**src/rtl/pipe_ctrl_pkg.sv**
```systemverilog
// Shared stage indices, stall-vector width, exception vector default and FSM encoding.
// Latency: n/a; backpressure: n/a.
package pipe_ctrl_pkg;

  localparam int STG_PC  = 0;
  localparam int STG_IF  = 1;
  localparam int STG_ID  = 2;
  localparam int STG_EX  = 3;
  localparam int STG_MEM = 4;
  localparam int STG_WB  = 5;
  localparam int STALL_W = STG_WB + 1;

  localparam logic [31:0] EXC_VEC_DEF = 32'hbfc00380;

  typedef enum logic {
    RUN        = 1'b0,
    FLUSH_WAIT = 1'b1
  } state_t;

  // Mask with stall bits from the PC stage up to and including stage k.
  function automatic logic [STALL_W-1:0] stall_upto(input int k);
    return STALL_W'((7'd1 << (k + 1)) - (7'd1 << STG_PC));
  endfunction

endpackage

```
**src/rtl/pipe_ctrl_dffre.sv**
```systemverilog
// Enable flop with async active-low clear to zero.
// Latency: 1 cycle; backpressure: none (en gates the update).
module dffre #(
  parameter int W = 1
) (
  input  logic         core_clk,
  input  logic         arst_n,
  input  logic         en,
  input  logic [W-1:0] d,
  output logic [W-1:0] q
);

  always_ff @(posedge core_clk or negedge arst_n) begin
    if (!arst_n) q <= '0;
    else if (en) q <= d;
  end

endmodule

```
**src/rtl/pipe_ctrl_stall_encode.sv**
```systemverilog
// Oldest-requester-wins stall priority encoder: stages PC..k stall.
// Latency: 0 cycles (combinational); backpressure: output is the backpressure.
module stall_encode
  import pipe_ctrl_pkg::*;
(
  input  logic               if_req,
  input  logic               id_req,
  input  logic               ex_req,
  input  logic               mem_req,
  output logic [STALL_W-1:0] stall
);

  always_comb begin
    stall = '0;
    if (mem_req)     stall = stall_upto(STG_MEM);
    else if (ex_req) stall = stall_upto(STG_EX);
    else if (id_req) stall = stall_upto(STG_ID);
    else if (if_req) stall = stall_upto(STG_IF);
  end

endmodule

```
**src/rtl/pipe_ctrl.sv**
```systemverilog
// Pipeline controller: stall vector, flush strobes, redirect target, debug counters.
// Latency: 0 cycles for stall/flush; redirect deferred while a fetch is outstanding.
module pipe_ctrl
  import pipe_ctrl_pkg::*;
#(
  parameter logic [31:0] EXC_VEC = EXC_VEC_DEF,
  parameter int          CNT_W   = 32
) (
  input  logic             clk,
  input  logic             rst,
  input  logic             if_stallreq_i,
  input  logic             id_stallreq_i,
  input  logic             ex_stallreq_i,
  input  logic             mem_stallreq_i,
  input  logic             mem_exc_i,
  input  logic             mem_eret_i,
  input  logic [31:0]      cp0_epc_i,
  output logic [5:0]       stall_o,
  output logic             pc_flush_o,
  output logic             if_flush_o,
  output logic             id_flush_o,
  output logic             ex_flush_o,
  output logic             mem_flush_o,
  output logic [31:0]      flush_pc_o,
  output logic             busy_o,
  output logic [CNT_W-1:0] stall_cnt_o,
  output logic [CNT_W-1:0] flush_cnt_o
);

  state_t             state_q, state_d;
  logic [STALL_W-1:0] enc_stall;
  logic [31:0]        pend_pc_q;
  logic [31:0]        target;
  logic               evt;
  logic               pend_en;
  logic               flush_inc;

  stall_encode u_stall_encode (
    .if_req  (if_stallreq_i),
    .id_req  (id_stallreq_i),
    .ex_req  (ex_stallreq_i),
    .mem_req (mem_stallreq_i),
    .stall   (enc_stall)
  );

  // A MEM event is only acted on once MEM itself is no longer stalled.
  assign target = mem_exc_i ? EXC_VEC : cp0_epc_i;
  assign evt    = (state_q == RUN) & (mem_exc_i | mem_eret_i) & ~mem_stallreq_i;

  always_comb begin
    stall_o     = '0;
    pc_flush_o  = 1'b0;
    if_flush_o  = 1'b0;
    id_flush_o  = 1'b0;
    ex_flush_o  = 1'b0;
    mem_flush_o = 1'b0;
    flush_pc_o  = '0;
    busy_o      = 1'b0;
    pend_en     = 1'b0;
    flush_inc   = 1'b0;
    state_d     = state_q;
    if (!rst) begin
      case (state_q)
        RUN: begin
          if (evt) begin
            id_flush_o  = 1'b1;
            ex_flush_o  = 1'b1;
            mem_flush_o = 1'b1;
            if (if_stallreq_i) begin
              stall_o = stall_upto(STG_IF);
              pend_en = 1'b1;
              state_d = FLUSH_WAIT;
            end else begin
              pc_flush_o = 1'b1;
              if_flush_o = 1'b1;
              flush_pc_o = target;
              flush_inc  = 1'b1;
            end
          end else begin
            stall_o = enc_stall;
          end
        end
        FLUSH_WAIT: begin
          // Younger stages already hold bubbles; only the fetch is tracked here.
          busy_o     = 1'b1;
          flush_pc_o = pend_pc_q;
          if_flush_o = 1'b1;
          if (if_stallreq_i) begin
            stall_o = stall_upto(STG_IF);
          end else begin
            pc_flush_o = 1'b1;
            flush_inc  = 1'b1;
            state_d    = RUN;
          end
        end
        default: ;
      endcase
    end
  end

  always_ff @(posedge clk or posedge rst) begin
    if (rst) state_q <= RUN;
    else     state_q <= state_d;
  end

  dffre #(.W(32)) u_pend_pc (
    .core_clk (clk),
    .arst_n   (~rst),
    .en       (pend_en),
    .d        (target),
    .q        (pend_pc_q)
  );

  dffre #(.W(CNT_W)) u_stall_cnt (
    .core_clk (clk),
    .arst_n   (~rst),
    .en       (|stall_o),
    .d        (stall_cnt_o + CNT_W'(1)),
    .q        (stall_cnt_o)
  );

  dffre #(.W(CNT_W)) u_flush_cnt (
    .core_clk (clk),
    .arst_n   (~rst),
    .en       (flush_inc),
    .d        (flush_cnt_o + CNT_W'(1)),
    .q        (flush_cnt_o)
  );

endmodule
```
**config.mk**
```make
export PLATFORM = sky130hd
export DESIGN_NAME = pipe_ctrl
export DESIGN_NICKNAME = d
export VERILOG_FILES = /design/src/rtl/pipe_ctrl_pkg.sv /design/src/rtl/pipe_ctrl_dffre.sv /design/src/rtl/pipe_ctrl_stall_encode.sv /design/src/rtl/pipe_ctrl.sv
export SDC_FILE = /design/constraint.sdc
export NUM_CORES = 1
export LEC_CHECK = 0
export CORE_MARGIN = 2
export CORE_UTILIZATION = 50
export CTS_BUF_LIST = sky130_fd_sc_hd__clkbuf_4 sky130_fd_sc_hd__clkbuf_8
export CTS_CLUSTER_SIZE = 28
export DETAILED_ROUTE_END_ITERATION = 10
export PLACE_DENSITY = 0.86
export SLEW_MARGIN = 15
export SYNTH_ARGS = -nofsm -noshare
export SYNTH_HDL_FRONTEND = slang
export SYNTH_SLANG_ARGS = --single-unit
```
**constraint.sdc**
```tcl
create_clock -name clk -period 8.6 [get_ports clk]
set_clock_uncertainty 0.1 [all_clocks]
set_input_delay 1.72 -clock clk [delete_from_list [all_inputs] [get_ports clk]]
set_output_delay 1.72 -clock clk [all_outputs]
set_load 0.1 [all_outputs]
```
# Word level (Yosys, flattened, before mapping)
# Index checks and enable logic that the tools add are counted.
# classes
magnitude_cmp	0
mux	28
eq_ne	0
n_bitwise	5
reduce_logical	1
n_addsub	2
n_shift	0
n_div	0
mul	0
# op_table
operator	count
2-to-1 mux 32 bit	4
adder 32 x 1 -> 32 bit (second input constant)	2
case mux 32 bit (2 select lines)	1
2-to-1 mux 6 bit	4
2-to-1 mux 1 bit	13
case mux 6 bit (2 select lines)	1
case mux 1 bit (2 select lines)	3
OR reduction 6 bit	1
2-to-1 mux 3 bit	1
bitwise AND 1 bit	2
2-to-1 mux 2 bit	1
inverter 1 bit	2
OR 1 bit	1
# totals
n_memories	0
in_bits	40
register_bits	97
latch_bits	0
mem_bits_rw	0
romBits	0
word_cells	40
out_inout_bits	108

# Longest topological paths before layout
# Gate-level depths: netlist of run 1.
# logic_depth
word_depth	8
mapped_depth	7
ltp_nobuf	6

# Hierarchy
# From an unflattened synthesis of run 1, not the netlist that was laid out.
# unflattened
cells_unflattened	489
hier_area_um2	6009.5
# by_module_without_submodules
mod	area_per_inst_um2	n_inst	cells_each	seq_area_each_um2
dffre	1345.0	3	68	800.8
pipe_ctrl	1928.1	1	278	25.0
stall_encode	46.3	1	7	0.0

# Worst setup path before layout of run 1
# OpenSTA, ideal clock, no wires.
# synth_timing
path_kind	in2out
from	in mem_stallreq_i
to	out flush_pc_o[10]
required_time_ns	6.780
stages	5
arrival_time_ns	7.078
slack_ns	-0.298
n_path_buf	1
path_cell_list	o21bai_2 > nor3_1 > nand2_1 > clkbuf_1 > o21ai_0
# synth_between
elab_chain_len	5
# synth_lines
element	line	text
from (decl)	pipe_ctrl.sv:14	input logic mem_stallreq_i,
inverter 1 bit	pipe_ctrl.sv:48	assign evt = (state_q == RUN) & (mem_exc_i | mem_eret_i) & ~mem_stallreq_i;
bitwise AND 1 bit	pipe_ctrl.sv:48	
2-to-1 mux 32 bit	pipe_ctrl.sv:65	if (evt) begin
case mux 32 bit (2 select lines)	pipe_ctrl.sv:63	case (state_q)
2-to-1 mux 32 bit	pipe_ctrl.sv:62	if (!rst) begin
to (decl)	pipe_ctrl.sv:24	output logic [31:0] flush_pc_o,
# No other way between the ends.

# Final worst setup path of run 1
# layout_timing
from	in mem_exc_i
to	out flush_pc_o[22]
# layout_between
elab_chain_len	6
word_cells_on_any_way	8
cone_classes	mux (5); bitwise (3)
# layout_lines
element	line	text
from (decl)	pipe_ctrl.sv:15	input logic mem_exc_i,
OR 1 bit	pipe_ctrl.sv:48	
bitwise AND 1 bit (2 in a row)	pipe_ctrl.sv:48	
2-to-1 mux 32 bit *	pipe_ctrl.sv:65	
case mux 32 bit (2 select lines) *	pipe_ctrl.sv:63	
2-to-1 mux 32 bit *	pipe_ctrl.sv:62	
# Every way passes the cells marked *; elsewhere a longest branch is shown, timed or not.

==> impl_metrics.yaml, run 1 <==
synth:
  ys_ff_latch: 97
  synth_common_cells: "nand2_1 (110), dfrtp_1 (97), o21ai_0 (64)"
  yosysTopAreaCell: "dfrtp_1"
  synth_warnings: 0
  synth-main-ff-cell: "dfrtp_1"
  synthTopCellsByArea: "dfrtp_1 (53%), xnor2_1 (9.2%), nand2_1 (9.1%)"
  synth_top_area_share_pct: 53.37
  syn_area_per_cell_sq_um: 9.495
  synth_area_sq_um: 4548
  synth.most_common_cell: "nand2_1"
  synthCells: 479
  ys_seq_area_share_pct: 53.37
  ys_types: 35
  async_flop_share_pct: 100.0
  synth_edf_count: 0
  syn_nets: 521
placed_design:
  placed_area_sq_um: 6082
  dp_slack_ns: 1.586
  place.gp.congestion: 0.8863
  hpwl_um: 8230
  io_buffers: 146
  place_inst: 715
global_route:
  overflow: 0
  grt_pass1_wl_um: 18330
  grt_max_degree: 65
  first_global_vias: 3782
  grt_usage_pct: 23.16
  grt_antenna_before_repair: 0
clock_tree:
  ctsHtreeMaxLevel: 3
  cts_resized: 0
  cts.hold.buffers_added: 0
  cts_tree: "built"
  clockRootBuffer: "clkbuf_8"
  cts.sinks: 97
  numCtsBuffers: 9
  clk_pin_slew_ns: 0.08
  clk_path_buf_depth: 2
  insertion_delay_ns: 0.36
  postCtsSetupRepairBufs: 0
setup_path:
  startpoint: "mem_exc_i"
  endpoint: "flush_pc_o[22]"
  cp.arrival_ns: 5.16
  crit_type: "in2out"
  r2r_cells: 3
  worstReg2RegEnd: "u_pend_pc.q[0]"
  worstPathMaxFanout: 32
  timing.rr.start: "state_q"
  end_kind: "output pin"
  reg2reg_slack_ns: 6.47
  required_ns: 6.78
  start_kind: "input pin"
floorplan:
  start_util_pct: 51.90
  core_sq_um: 8763
  fp-row-count: 34
  dieWidth_um: 99.38
  ios: 148
  die_area_sq_um: 9875
  fp.dieH_um: 99.38
routing:
  firstDrtPassIters: 4
  remaining_drc_errors: 0
  ant_nets: 0
  drtIter0Drc: 161
  wire_per_inst_um: 15.57
  drt_wl_total_um: 11360
  vias: 3894
  avgViaCountPerCell: 5.334
sta:
  setup_slack_ns: 1.616
  setup_viol: 0
  drv_slew: 0
  finalHoldViolCount: 0
  fmax_ghz: 0.1432
  rsz0062_at_grt: "no"
  finalWorstPathRequiredPeriod_ns: 6.984
  fin_setup_tns_ns: 0
  timing.hold.ws_ns: 0.3755
  slew-limit-headroom_pct: 31.27
  tightest_slew_ns: 1.028
  period_share_pct: 81.21
layout:
  area_growth_pct: 38.40
  design_area_sq_um: 6295
  layout.cells.non_filler: 730
  antenna-diode-count: 0
  drive_gt1_share_pct: 5.305
  fin_nets: 660
  final_util_pct: 71.83
outcome:
  status: "complete, no violations"
pwr:
  power_density_nw_per_um2: 228.2
  ir_drop_v: 0.0001228
  leakagePower_nw: 2.687
  p_total_mw: 1.436
worst_hold_path:
  hold_class: "reg2reg"
flow_run:
  max_cap_violations: 0
-- cells by family (layout without fill, tap and decap cells) --
kind of cell	Yosys count	count (layout)	share of synthesized area [%]
AND/OR/NAND/NOR	218	218	22.42
flip-flops	97	97	53.37
AO/OA/AOI/OAI	70	70	8.721
XOR/XNOR	62	62	11.94
buffers and inverters	28	171	2.669
adder cells (fa/ha/maj)	2	2	0.5501
other	1	1	0.08245
multiplexers	1	1	0.2476
-- power by group --
group	total [mW]	switching, mW	internal [mW]
clock network	0.321	0.155	0.166
logic	0.542	0.411	0.132
registers	0.573	0.0562	0.517
total	1.44	0.622	0.814
-- how the worst min path moves through the flow --
stage / slack, ns / end / start / cells past startpoint
after floorplan: 0.35 / u_pend_pc.q[0] / u_pend_pc.q[0] / 2
after global placement: 0.36 / u_stall_cnt.q[31] / u_stall_cnt.q[31] / 1
after detailed placement: 0.36 / u_flush_cnt.q[31] / u_flush_cnt.q[31] / 1
after CTS: 0.38 / u_stall_cnt.q[31] / u_stall_cnt.q[31] / 1
after global routing: 0.41 / u_stall_cnt.q[31] / u_stall_cnt.q[31] / 1
final: 0.38 / u_stall_cnt.q[31] / u_stall_cnt.q[31] / 1
-- worst max-delay path, cell delays in order --
cell and delay (ns):
clkdlybuf4s50_1 0.45, buf_4 0.21, o21bai_2 0.16, nor3_2 0.34, nand2_1 0.60, o21ai_0 0.44
clkdlybuf4s50_1 1.22
-- per-layer routing --
metal	wire length [um]	part of all wire [%]	track usage (%)
met1	4874	43	29.33
met2	5529	49	38.36
met3	765	6.7	6.606
met4	194	1.7	8.008
met5	0	0	0
-- cell type report --
type | count | area (sq um)
Multi-Input combinational cell | 354 | 2007
Fill cell | 650 | 2469
Sequential cell | 97 | 2427
Inverter | 7 | 28.78
Clock inverter | 5 | 81.33
Tap cell | 108 | 135.1
Timing Repair Buffer | 149 | 1484
Clock buffer | 10 | 131.4
-- state kept, by name, indices dropped and copies added (netlist names) --
| name | count |
|---|---|
| state_q | 1 |
| u_stall_cnt.q | 32 |
| u_pend_pc.q | 32 |
| u_flush_cnt.q | 32 |
-- cell usage in the layout, fill, tap and decap left out, drive strengths merged, types with 14 or more instances in the layout --
master	instances
nand2	111
nor2	33
xor2	14
nand3	24
o21ai	65
xnor2	48
nand4	15
dfrtp	97
clkdlybuf4s50	146
Note: power is estimated with default switching activity, not from simulation.
==> run 2, diff against run 1 <==
Settings changed: CORE_UTILIZATION 50 to 48, PLACE_DENSITY 0.86 to 0.83.
Clock period 8.6 ns to 6.7 ns, I/O delays scaled along.
==> run 2 against run 1 <==
Effect of this change: non-clock buffer count unchanged; total power increased by 28%; cell count increased by 0.55%; sequential share of layout area increased by 0.52 points.
==> impl_metrics.yaml, run 2 (same netlist as run 1, synthesis figures left out) <==
pwr:
  power_frac_clock_pct: 22.4
  power_density_nw_per_um2: 296.0
  ir_drop_v: 0.0002674
  pwr-share-seq_pct: 40.3
  p_switching_uw: 801.3
  leakagePower_nw: 2.756
  comb_power_share_pct: 37.3
  p_int_mw: 1.037
  switching_share_pct: 43.59
setup_path:
  crit_type: "in2out"
  startpoint: "mem_exc_i"
  cp.arrival_ns: 3.94
  worstPathMaxFanout: 32
  timing.rr.start: "state_q"
  end_kind: "output pin"
  required_ns: 5.26
  start_kind: "input pin"
global_route:
  grt_use_met2_pct: 36.32
  grt_util_met3_pct: 6.142
  grt_usage_pct: 21.92
  overflow: 0
  first_global_vias: 3834
  top_usage_layer: "met2"
  use_met1_pct: 28.77
  grt_pass1_wl_um: 17890
  grt_max_degree: 65
  grt_antenna_before_repair: 0
layout:
  layout_common_cells: "nand2_1 (110), clkdlybuf4s50_1 (109), dfrtp_1 (97)"
  antenna-diode-count: 0
  area_growth_pct: 36.56
  design_area_sq_um: 6211
  fin_nets: 660
  drive_gt1_share_pct: 11.40
  fillCellCount: 718
  top_regs: "u_flush_cnt.q (32), u_pend_pc.q (32), u_stall_cnt.q (32)"
  final_common_cell: "nand2_1"
clock_tree:
  ctsHtreeMaxLevel: 3
  clockRootBuffer: "clkbuf_8"
  cts.hold.buffers_added: 0
  insertion_delay_ns: 0.36
  clk_pin_slew_ns: 0.09
  postCtsSetupRepairBufs: 0
  numCtsBuffers: 9
  cts_resized: 0
  cts.sinks: 97
  clk_path_buf_depth: 2
  cts_tree: "built"
sta:
  drv_slew: 0
  slew-limit-headroom_pct: 33.13
  setup_viol: 0
  tightest_slew_ns: 0.9999
  finalHoldViolCount: 0
  rsz0062_at_grt: "no"
  fmax_ghz: 0.1859
  finalWorstPathRequiredPeriod_ns: 5.380
  period_share_pct: 80.29
  setup_slack_ns: 1.320
routing:
  drtIter0Drc: 109
  vias: 3862
  firstDrtPassIters: 4
  remaining_drc_errors: 0
  avgViaCountPerCell: 5.262
  wire_per_inst_um: 14.86
  drt_wl_total_um: 10910
  ant_nets: 0
floorplan:
  dieWidth_um: 101.3
  start_util_pct: 49.46
  fp-row-count: 35
  die_area_sq_um: 10270
  fp.dieH_um: 101.3
  core_sq_um: 9196
  ios: 148
flow_run:
  max_cap_violations: 0
placed_design:
  hpwl_um: 7987
  place.gp.congestion: 0.8881
  dp_slack_ns: 1.303
  placed_area_sq_um: 5993
  io_buffers: 146
worst_hold_path:
  hold_class: "reg2reg"
  hp-start: "u_flush_cnt.q[31]"
outcome:
  status: "complete, no violations"
-- run 2: cell count changes in the layout (fill, tap and decap cells not counted) --
| cell | before | now |
|---|---|---|
| clkbuf_4 | 1 | 0 |
| inv_6 | 0 | 1 |
| clkinv_2 | 1 | 2 |
| buf_4 | 3 | 40 |
| clkinv_4 | 1 | 0 |
| clkinvlp_4 | 1 | 2 |
| clkdlybuf4s50_1 | 146 | 109 |
-- run 2: final timing paths --
kind                       slack (ns)           endpoint  cells past startpoint
max                              1.32      flush_pc_o[9]                      7
min                              0.38  u_flush_cnt.q[31]                      1
max reg2reg                      4.57     u_pend_pc.q[0]                      4
min reg2reg                      0.38  u_flush_cnt.q[31]                      1
max in group asynchronous        3.90   u_flush_cnt.q[4]                      3
min in group asynchronous        1.53  u_flush_cnt.q[13]                      2
-- run 2: layer usage --
| layer | share of wire, % | up-vias |
|---|---|---|
| met5 | 0 | - |
| met4 | 1.2 | 0 |
| met3 | 5.9 | 16 |
| met2 | 49 | 117 |
| met1 | 44 | 1847 |
| li1 | - | 1882 |
-- run 2: through the flow --
step | utilization, % | setup TNS [ns] | power (mW) | hold slack, ns | instances
after global routing | 67.54 | 0 | 1.922 | 0.3980 | 734
final | 67.54 | 0 | 1.838 | 0.3791 | 734
after global placement | 65.17 | 0 | 1.425 | 0.3611 | 718
after detailed placement | 65.17 | 0 | 1.438 | 0.3678 | 718
after floorplan | - | -10.37 | 1.263 | 0.3497 | 479
after CTS | 67.54 | 0 | 1.853 | 0.3854 | 734
-- run 2: worst max-delay path, stage by stage --
cell             delay (ns)
clkdlybuf4s50_1        0.45
buf_4                  0.21
o21bai_2               0.16
nor3_2                 0.33
nand2_1                0.63
o21ai_0                0.45
buf_4                  0.35
-- run 2: power groups by stage --
stage          Combinational [mW]  Sequential, mW  Clock (mW)
6_report                    0.687           0.740       0.412
5_1_grt                     0.720           0.751       0.451
3_3_place_gp                0.680           0.745           0
4_1_cts                     0.691           0.739       0.423
3_5_place_dp                0.689           0.750           0
2_1_floorplan               0.284           0.979           0
-- run 2: area by class of cell --
cell class	instances	area, sq um	share of cell area [%]
clock inverters	7	93.84	1.511
flip-flops and latches	97	2427	39.08
inverters	7	28.78	0.4633
repair buffers	149	1391	22.40
multi-input cells	354	2007	32.31
well taps	111	138.9	2.236
clock buffers	9	123.9	1.994
==> run 3, diff against run 2 <==
Settings changed: CORE_UTILIZATION 48 to 43, PLACE_DENSITY 0.83 to 0.78.
Clock period 6.7 ns to 4.9 ns, I/O delays scaled along.
==> run 3 against run 2 <==
Effect of this change: cell count grew 3.7%; worst hold slack gained 0.0069 ns; total power grew 42%; clock power grew 41%; non-clock buffer count grew 2; die area grew 11%; global-route usage shrank 0.76 points; register-to-register slack lost 1.7 ns; flip-flop and latch count is the same; via count grew 0.70%; critical path depth is the same; sequential power grew 35%; critical path type unchanged; critical endpoint is now flush_pc_o[1].
==> impl_metrics.yaml, run 3 (same netlist as run 1, synthesis figures left out) <==
clock_tree:
  numCtsBuffers: 9
  postCtsSetupRepairBufs: 0
  clk_pin_slew_ns: 0.09
  clockRootBuffer: "clkbuf_8"
  insertion_delay_ns: 0.35
  cts_resized: 0
  ctsHtreeMaxLevel: 3
  clk_path_buf_depth: 2
  cts_tree: "built"
  cts.sinks: 97
  cts.hold.buffers_added: 0
global_route:
  grt_pass1_wl_um: 19150
  first_global_vias: 3902
  grt_max_degree: 65
  overflow: 0
  grt_usage_pct: 21.16
  grt_antenna_before_repair: 0
routing:
  remaining_drc_errors: 0
  avgViaCountPerCell: 5.110
  vias: 3889
  met3_wirelength_um: 700
  drt_wl_total_um: 11630
  wl_met2_um: 5795
  wire_per_inst_um: 15.28
  firstDrtPassIters: 5
  ant_nets: 0
  top_layer_used: "met4"
  met1_length_um: 4795
  drtIter0Drc: 153
layout:
  fin_nets: 662
  design_area_sq_um: 6808
  final_common_cell: "nand2_1"
  fillCellCount: 812
  multi_input_area_sq_um: 2136
  final_util_pct: 66.24
  antenna-diode-count: 0
  area_growth_pct: 49.68
  top_regs: "u_flush_cnt.q (32), u_pend_pc.q (32), u_stall_cnt.q (32)"
  seq_area_sq_um: 2427
  drive_gt1_share_pct: 17.92
  layout_common_cells: "nand2_1 (109), clkdlybuf4s50_1 (103), dfrtp_1 (97)"
sta:
  timing.hold.ws_ns: 0.3860
  tightest_slew_ns: 1.017
  setup_viol: 0
  finalWorstPathRequiredPeriod_ns: 3.954
  period_share_pct: 80.70
  rsz0062_at_grt: "no"
  slew-limit-headroom_pct: 31.97
  finalHoldViolCount: 0
  fin_setup_tns_ns: 0
  setup_slack_ns: 0.9459
  fmax_ghz: 0.2529
  drv_slew: 0
worst_hold_path:
  hold_class: "reg2reg"
  hp-start: "u_stall_cnt.q[31]"
setup_path:
  timing.rr.start: "state_q"
  startpoint: "mem_exc_i"
  cp.arrival_ns: 2.87
  crit_type: "in2out"
  required_ns: 3.82
  start_kind: "input pin"
  worstPathMaxFanout: 32
  end_kind: "output pin"
pwr:
  leakagePower_nw: 2.939
  power_density_nw_per_um2: 383.6
  ir_drop_v: 0.0002423
flow_run:
  max_cap_violations: 0
outcome:
  status: "complete, no violations"
placed_design:
  place.gp.congestion: 0.7911
  io_buffers: 146
  dp_slack_ns: 0.9410
  hpwl_um: 8598
  placed_area_sq_um: 6580
floorplan:
  ios: 148
  fp.dieH_um: 106.8
  dieWidth_um: 106.8
  fp-row-count: 37
  core_sq_um: 10280
  start_util_pct: 44.25
  die_area_sq_um: 11420
## run 3: cell type report
class	count	share of cell area (%)
inverter	7	0.4411
timing repair buffer	151	26.69
tap	136	2.500
clock buffer	10	2.022
multi-input combinational	354	31.37
clock inverter	6	1.323
sequential	97	35.66
## run 3: path summary, 6_finish.rpt
| kind | slack (ns) | to | cells past startpoint |
|---|---|---|---|
| worst max-delay path | 0.95 | flush_pc_o[1] | 7 |
| worst min-delay path | 0.39 | u_stall_cnt.q[31] | 1 |
| worst max register to register | 2.84 | u_pend_pc.q[9] | 3 |
| worst min register to register | 0.39 | u_stall_cnt.q[31] | 1 |
| max in group asynchronous | 2.29 | u_flush_cnt.q[0] | 4 |
| min in group asynchronous | 1.33 | u_pend_pc.q[28] | 3 |
## run 3: stage by stage
stage / power (mW) / std cells
3_3_place_gp: 2.028 / 745
6_report: 2.611 / 761
4_1_cts: 2.630 / 761
5_1_grt: 2.723 / 761
2_1_floorplan: 1.744 / 479
3_5_place_dp: 2.049 / 745
## run 3: layer usage
metal / vias to the layer above / global-route usage (%)
li1: 1894 / -
met1: 1866 / 26.31
met2: 105 / 35.26
met3: 24 / 5.228
met4: 0 / 8.813
met5: - / 0
## run 3: critical path, cell delays in order
cell and delay [ns]:
clkdlybuf4s50_1 0.49, o21bai_2 0.39, nor3_4 0.10, nand2_2 0.07, buf_4 0.45, o21ai_2 0.17, buf_12 0.19
## run 3: power breakdown
group | switching, mW | leakage, nW | internal, mW
Clock | 0.278 | 0.113 | 0.303
Sequential | 0.0969 | 1.28 | 0.908
Combinational | 0.743 | 1.54 | 0.282
